## config.mk

```make
export PLATFORM = sky130hd
export DESIGN_NAME = riscv_imem_pair_arbiter
export DESIGN_NICKNAME = d
export VERILOG_FILES = /design/src/rtl/riscv_imem_pair_arbiter.sv
export SDC_FILE = /design/constraint.sdc
export NUM_CORES = 1
export LEC_CHECK = 0
export CELL_PAD_IN_SITES_DETAIL_PLACEMENT = 0
export CELL_PAD_IN_SITES_GLOBAL_PLACEMENT = 2
export CORE_MARGIN = 4
export CORE_UTILIZATION = 30
export CTS_BUF_LIST = sky130_fd_sc_hd__clkbuf_4 sky130_fd_sc_hd__clkbuf_8 sky130_fd_sc_hd__clkbuf_16
export DETAILED_ROUTE_END_ITERATION = 7
export HOLD_SLACK_MARGIN = 0.05
export PLACE_DENSITY_LB_ADDON = 0.1
export SYNTH_ARGS = -nofsm -noshare
export SYNTH_HDL_FRONTEND = slang
export SYNTH_SLANG_ARGS = --single-unit
```

## constraint.sdc

```tcl
create_clock -name clk -period 9.86 [get_ports clk]
set_input_delay 1.972 -clock clk [delete_from_list [all_inputs] [get_ports clk]]
set_output_delay 1.972 -clock clk [all_outputs]
set_load 0.01 [all_outputs]
```

## src/rtl/riscv_imem_pair_arbiter.sv

```systemverilog
// riscv_imem_pair_arbiter
//
// Merges the dual-issue core's two instruction-memory ports onto one in-order
// memory port. Both requester ports are accepted together into holding slots
// H0/H1. The slots are issued to memory one at a time, H0 first. A tag FIFO
// records which port each issued request came from, and each in-order memory
// response is steered back to that port one cycle after it arrives.
//
// Ports:
//   clk, reset                      clock, asynchronous active-high reset
//   imemreqN_msg/val/rdy            request from core port N (N = 0, 1)
//   imemrespN_msg/val               registered response to core port N
//   memreq_msg/val/rdy              request to memory, driven from H0/H1
//   memresp_msg/val                 memory response (always accepted)
//   outstanding                     issued, unanswered request count
//   error                           sticky: response with nothing outstanding
module riscv_imem_pair_arbiter #(
  parameter int unsigned p_max_outstanding = 4
) (
  input  logic                                  clk,
  input  logic                                  reset,

  input  logic [66:0]                           imemreq0_msg,
  input  logic                                  imemreq0_val,
  output logic                                  imemreq0_rdy,
  output logic [34:0]                           imemresp0_msg,
  output logic                                  imemresp0_val,

  input  logic [66:0]                           imemreq1_msg,
  input  logic                                  imemreq1_val,
  output logic                                  imemreq1_rdy,
  output logic [34:0]                           imemresp1_msg,
  output logic                                  imemresp1_val,

  output logic [66:0]                           memreq_msg,
  output logic                                  memreq_val,
  input  logic                                  memreq_rdy,
  input  logic [34:0]                           memresp_msg,
  input  logic                                  memresp_val,

  output logic [$clog2(p_max_outstanding):0]    outstanding,
  output logic                                  error
);

  localparam int unsigned PtrW = $clog2(p_max_outstanding);
  localparam int unsigned CntW = PtrW + 1;
  // Accept only while two FIFO entries are free, so a full pair always fits.
  localparam logic [CntW-1:0] AcceptLimit = CntW'(p_max_outstanding - 2);

  logic [66:0]                  h0_msg_q, h0_msg_d, h1_msg_q, h1_msg_d;
  logic                         h0_v_q, h0_v_d, h1_v_q, h1_v_d;
  logic [p_max_outstanding-1:0] tag_mem_q, tag_mem_d;
  logic [PtrW-1:0]              wr_ptr_q, wr_ptr_d, rd_ptr_q, rd_ptr_d;
  logic [CntW-1:0]              outstanding_q, outstanding_d;
  logic                         error_q, error_d;
  logic [34:0]                  resp0_msg_q, resp0_msg_d, resp1_msg_q, resp1_msg_d;
  logic                         resp0_val_q, resp0_val_d, resp1_val_q, resp1_val_d;

  logic req_rdy, fire, issue_tag, resp_ok, resp_tag;

  always_comb begin
    req_rdy   = !h0_v_q && !h1_v_q && (outstanding_q <= AcceptLimit);
    fire      = (h0_v_q || h1_v_q) && memreq_rdy;
    issue_tag = !h0_v_q;  // 0 = H0, 1 = H1
    resp_ok   = memresp_val && (outstanding_q != '0);
    resp_tag  = tag_mem_q[rd_ptr_q];

    h0_v_d   = h0_v_q;
    h1_v_d   = h1_v_q;
    h0_msg_d = h0_msg_q;
    h1_msg_d = h1_msg_q;
    // Accept and issue are mutually exclusive: accept needs both slots empty.
    if (req_rdy) begin
      h0_v_d = imemreq0_val;
      h1_v_d = imemreq1_val;
      if (imemreq0_val) h0_msg_d = imemreq0_msg;
      if (imemreq1_val) h1_msg_d = imemreq1_msg;
    end else if (fire) begin
      if (h0_v_q) h0_v_d = 1'b0;
      else        h1_v_d = 1'b0;
    end

    tag_mem_d = tag_mem_q;
    wr_ptr_d  = wr_ptr_q;
    rd_ptr_d  = rd_ptr_q;
    if (fire) begin
      tag_mem_d[wr_ptr_q] = issue_tag;
      wr_ptr_d            = wr_ptr_q + PtrW'(1);
    end
    if (resp_ok) rd_ptr_d = rd_ptr_q + PtrW'(1);

    unique case ({fire, resp_ok})
      2'b10:   outstanding_d = outstanding_q + CntW'(1);
      2'b01:   outstanding_d = outstanding_q - CntW'(1);
      default: outstanding_d = outstanding_q;
    endcase

    error_d = error_q || (memresp_val && (outstanding_q == '0));

    resp0_val_d = resp_ok && !resp_tag;
    resp1_val_d = resp_ok && resp_tag;
    resp0_msg_d = resp0_val_d ? memresp_msg : resp0_msg_q;
    resp1_msg_d = resp1_val_d ? memresp_msg : resp1_msg_q;
  end

  always_ff @(posedge clk or posedge reset) begin
    if (reset) begin
      h0_msg_q      <= '0;
      h1_msg_q      <= '0;
      h0_v_q        <= 1'b0;
      h1_v_q        <= 1'b0;
      tag_mem_q     <= '0;
      wr_ptr_q      <= '0;
      rd_ptr_q      <= '0;
      outstanding_q <= '0;
      error_q       <= 1'b0;
      resp0_msg_q   <= '0;
      resp1_msg_q   <= '0;
      resp0_val_q   <= 1'b0;
      resp1_val_q   <= 1'b0;
    end else begin
      h0_msg_q      <= h0_msg_d;
      h1_msg_q      <= h1_msg_d;
      h0_v_q        <= h0_v_d;
      h1_v_q        <= h1_v_d;
      tag_mem_q     <= tag_mem_d;
      wr_ptr_q      <= wr_ptr_d;
      rd_ptr_q      <= rd_ptr_d;
      outstanding_q <= outstanding_d;
      error_q       <= error_d;
      resp0_msg_q   <= resp0_msg_d;
      resp1_msg_q   <= resp1_msg_d;
      resp0_val_q   <= resp0_val_d;
      resp1_val_q   <= resp1_val_d;
    end
  end

  assign imemreq0_rdy  = req_rdy;
  assign imemreq1_rdy  = req_rdy;
  assign memreq_val    = h0_v_q || h1_v_q;
  assign memreq_msg    = h0_v_q ? h0_msg_q : h1_msg_q;
  assign imemresp0_msg = resp0_msg_q;
  assign imemresp0_val = resp0_val_q;
  assign imemresp1_msg = resp1_msg_q;
  assign imemresp1_val = resp1_val_q;
  assign outstanding   = outstanding_q;
  assign error         = error_q;

endmodule

```

Word level (Yosys, flattened, before mapping) --
Cells that the tools add are included.
Storage, ports and cells: input port bits 175, logic and storage cells 56, register bits after elaboration 220, output and inout bits 146
Operators by class: $lt $le $gt $ge 4, reductions and logical operators 20, multiplexer cells 12, equal/unequal tests 3, $add $sub $neg 4
Operators by type and width (count):
- 67-bit two-way mux | 1
- 1-bit logical AND | 8
- 1-bit two-way mux | 7
- 2-bit by 3-bit < comparator with 1-bit output, second input constant | 2
- 3-bit case mux with 2 select lines | 1
- 2-bit AND reduction | 3
- 2-bit by 1-bit adder with 2-bit output, second input constant | 2
- 4-bit bitwise mux | 1
- 2-bit nonzero test | 2
- 3-bit by 1-bit adder with 3-bit output, second input constant | 1
- 3-bit by 2-bit <= comparator with 1-bit output, second input constant | 1
- 1-bit logical NOT | 3
- 3-bit logical NOT | 1
- 3-bit nonzero test | 1
- 3-bit by 1-bit subtractor with 3-bit output, second input constant | 1
- 1-bit binary-select mux with 2-bit select | 1
- 1-bit demux with 2-bit select | 1
- 2-bit by 1-bit equality test with 1-bit output, second input constant | 1
- 2-bit equality test, second input constant | 1
- 2-bit by 1-bit >= comparator with 1-bit output, second input constant | 1
- 1-bit logical OR | 2
- 2-bit inequality test, second input constant | 1

Longest topological paths before layout --
depth after elaboration 5, gate-level depth with buffers 8, mapped depth without buffers 8

Worst setup path after synthesis --
OpenSTA, ideal clock, no wires.
path type register to output, from register h0_v_q, to output port memreq_msg[0], buffers on the path 2, arrival 1429 ps, slack 6459 ps, stages on the path, launching flop included 4, required time 7888 ps, cells stage by stage dfrtp_1 > clkbuf_1 > clkbuf_1 > mux2_2
On the way: word-level cells in the longest chain between the ends 1
Ends and longest elaborated chain:
- start: declaration | RTL line 51 | logic h0_v_q, h0_v_d, h1_v_q, h1_v_d;
- start signal: assignment | RTL line 124 | h0_v_q <= h0_v_d;
- 67-bit two-way mux | RTL line 141 | assign memreq_msg = h0_v_q ? h0_msg_q : h1_msg_q;
- end: declaration | RTL line 35 | output logic [66:0] memreq_msg,
No other way between the ends.

Worst setup path after layout --
from register h0_v_q, to output port imemreq1_rdy
On the way: word-level cells in the longest chain between the ends 3
Ends and longest elaborated chain:
- 1-bit logical NOT | RTL line 62 | req_rdy = !h0_v_q && !h1_v_q && (outstanding_q <= AcceptLimit);
- 1-bit logical AND (2 in series) | RTL line 62
- end: declaration | RTL line 31 | output logic imemreq1_rdy,
No other way between the ends.

==> impl_metrics.env <==
export IMPL_endpoint_kind="output port"
export IMPL_drt_iter0_drc=150
export IMPL_fin_nets=1071
export IMPL_rsz0062_at_grt="false"
export IMPL_fin_tns_setup_ps=0
export IMPL_instances_no_fill=1298
export IMPL_max_cap_violations=0
export IMPL_drtPass1Iterations=6
export IMPL_yosysUniqueCellTypes=25
export IMPL_p_int_uw=3280
export IMPL_grt_pass1_wl_mm=38.4
export IMPL_syn_area_per_cell_um2=16.0
export IMPL_place_congestion=0.734
export IMPL_fp_dieH_um=182
export IMPL_synth_seq_area_share=0.603
export IMPL_worstPathRequired_ps=7890
export IMPL_setup_violations_final=0
export IMPL_syn_inst=569
export IMPL_htreeDepth=1
export IMPL_postCtsSetupRepairBufs=0
export IMPL_cts_made_buffers=26
export IMPL_ant_nets=0
export IMPL_hold_buffers=0
export IMPL_critPathKind="reg2out"
export IMPL_drc=0
export IMPL_die_w_um=182
export IMPL_fp_row_count=63
export IMPL_die_area_mm2=0.0333
export IMPL_path_delay_family="buffers and inverters"
export IMPL_insertedDiodeCount=0
export IMPL_wl_per_cell_um=18.9
export IMPL_slowest_stage="clkdlybuf4s50_1"
export IMPL_slew_limit_headroom=0.277
export IMPL_power_density_mw_per_mm2=346
export IMPL_pwr_share_seq=0.347
export IMPL_critPathLaunchType="flip-flop"
export IMPL_grt_pass1_vias=6746
export IMPL_pin_count=321
export IMPL_nFillCells=2667
export IMPL_cts_root_buffer="clkbuf_16"
export IMPL_grt_start_max_net_pins=89
export IMPL_fin_crit_ps=4830
export IMPL_fin_skew_ps=8.82
export IMPL_ir_drop_uv=164
export IMPL_drt_vias_per_instance=4.49
export IMPL_syn_cell_area_mm2=0.00913
export IMPL_multiInputGateArea_mm2=0.00340
export IMPL_cts_num_sinks=220
export IMPL_fmax_mhz=207
export IMPL_cp_data_arrival_time_ps=2850
export IMPL_hold_violations=0
export IMPL_post_route_period_util=0.489
export IMPL_synth_nets=750
export IMPL_vias=5833
export IMPL_synth_seq_cells=220
export IMPL_cp_max_fo=52
export IMPL_switching_share=0.301
export IMPL_fp_coreArea_mm2=0.0298
export IMPL_syn2layout_area_growth_pct=48.5
export IMPL_drive_gt1_frac=0.323
export IMPL_grt_overflow=0
export IMPL_slowest_delay_ps=640
export IMPL_antenna_found_initial=2
export IMPL_insertion_delay_ps=520
export IMPL_cts_path_max_buffers=3
export IMPL_ff_latch_area_mm2=0.00551
export IMPL_crit_chain="buf_4 > a2111oi_4 > clkdlybuf4s50_1"
export IMPL_cts_clk_slew_worst_paths_ps=60
export IMPL_detail_route_wirelength_mm=24.5
export IMPL_run_status="finished, final reports clean"
export IMPL_cts_resized=0
export IMPL_power_switching_uw=1410
export IMPL_power_uw=4690
export IMPL_start_util=0.306
export IMPL_hp_class="reg2reg"
export IMPL_clkPwrFrac=0.204
export IMPL_tightest_slew_ps=1080
export IMPL_dp_hpwl_mm=17.4
export IMPL_ys_warn_count=0
export IMPL_p_leak_uw=0.00562
export IMPL_dp_cells=1252
export IMPL_drv_slew=0
export IMPL_grt_total_usage=0.144
export IMPL_comb_power_share=0.448
export IMPL_cp_num_buf_inv=2
export IMPL_port_buffers=320
export IMPL_cts_tree="yes"
==> cell usage in the layout (no fill, tap or decap), types with 4 or more instances in the layout <==
| cell | count |
|---|---|
| dfrtp_1 | 219 |
| inv_1 | 9 |
| a31oi_1 | 8 |
| mux2_1 | 38 |
| clkbuf_8 | 9 |
| ha_1 | 5 |
| clkinv_2 | 5 |
| clkdlybuf4s50_1 | 320 |
| xnor2_1 | 4 |
| mux2_2 | 234 |
| clkbuf_16 | 27 |
==> kinds of logic after synthesis <==
| kind of cell | Yosys count | synth area share |
|---|---|---|
| mux | 274 | 0.339 |
| flops | 220 | 0.603 |
| buf+inv | 40 | 0.0252 |
| compound gates | 13 | 0.0118 |
| simple gates | 10 | 0.00617 |
| xor+xnor | 6 | 0.00576 |
| fa+ha+maj | 6 | 0.00904 |
==> through the flow <==
| step | hold WS, ps | utilization | setup slack [ps] | cell area, um2 |
|---|---|---|---|---|
| global placement | 451 | 0.425 | 5540 | 12700 |
| global route | 500 | 0.455 | 4900 | 13600 |
| floorplan | 453 | - | 1870 | 9130 |
| CTS | 475 | 0.455 | 4970 | 13600 |
| finish | 467 | 0.455 | 5030 | 13600 |
| detailed placement | 462 | 0.425 | 5540 | 12700 |
==> synth_stat cells <==
cell / count / area, um2
or2_2: 1 / 6.26
o21ai_0: 2 / 10.0
buf_6: 7 / 78.8
xor2_1: 2 / 17.5
fa_1: 1 / 20.0
nand2_2: 3 / 18.8
a2111oi_4: 1 / 27.5
mux2_2: 234 / 2640
clkbuf_1: 9 / 33.8
o31ai_2: 1 / 12.5
inv_1: 10 / 37.5
mux2_1: 38 / 428
dfrtp_1: 220 / 5510
nand2_1: 3 / 11.3
mux2i_1: 1 / 10.0
a21o_1: 1 / 7.51
nor2_1: 1 / 3.75
nor2_4: 1 / 11.3
xnor2_1: 4 / 35.0
ha_1: 5 / 62.6
buf_4: 4 / 30.0
nor3_1: 1 / 5.00
a31oi_1: 8 / 50.1
mux4_2: 1 / 22.5
buf_2: 10 / 50.1
==> flip-flops by register name, summed over array words and instances, names as in the netlist <==
| register | flops |
|---|---|
| tag_mem_q | 4 |
| h0_v_q | 1 |
| imemresp0_msg | 35 |
| wr_ptr_q | 2 |
| imemresp1_val | 1 |
| rd_ptr_q | 2 |
| imemresp1_msg | 35 |
| imemresp0_val | 1 |
| h1_msg_q | 67 |
| outstanding | 3 |
| error | 1 |
| h0_msg_q | 67 |
| h1_v_q | 1 |
==> routing by layer <==
metal  track usage  wire length (um)  up-vias
li1              -                 -     2667
met4        0.0294               442        4
met1         0.171              9630     2908
met2         0.248             12000      217
met3        0.0604              2420       37
met5             0                21        -
==> final cells by class <==
cell class | count | area share
Sequential cell | 220 | 0.406
Multi-Input combinational cell | 309 | 0.251
Timing Repair Buffer | 323 | 0.238
Clock buffer | 39 | 0.0606
Tap cell | 390 | 0.0360
Clock inverter | 7 | 0.00461
Inverter | 10 | 0.00332
==> power groups by stage <==
| stage | combinational (uW) | clock, uW | sequential, uW |
|---|---|---|---|
| floorplan | 1110 | 0 | 1640 |
| global placement | 2110 | 0 | 1620 |
| detailed placement | 2140 | 0 | 1650 |
| CTS | 2150 | 999 | 1640 |
| global route | 2270 | 1040 | 1690 |
| finish | 2100 | 960 | 1630 |
==> worst reg2reg max path: cells and delay by family, from the launching register on <==
family          cells  cell delay, ps
flops               1             620
simple gates        1             650
mux                 1             670
buf+inv             1             410
compound gates      1             680
==> worst paths after layout <==
path	from	to	slack, ps	cells past startpoint
max	h0_v_q$_DFFE_PP0P_	imemreq1_rdy	5030	3
min	error$_DFF_PP0_	error$_DFF_PP0_	470	1
max reg2reg	h0_v_q$_DFFE_PP0P_	h1_msg_q[4]$_DFFE_PP0P_	6720	4
min reg2reg	error$_DFF_PP0_	error$_DFF_PP0_	470	1
max in group asynchronous	reset	imemresp0_msg[32]$_DFFE_PP0P_	6490	3
min in group asynchronous	reset	h1_msg_q[9]$_DFFE_PP0P_	1930	2
Power figures use the tool's default switching activity.
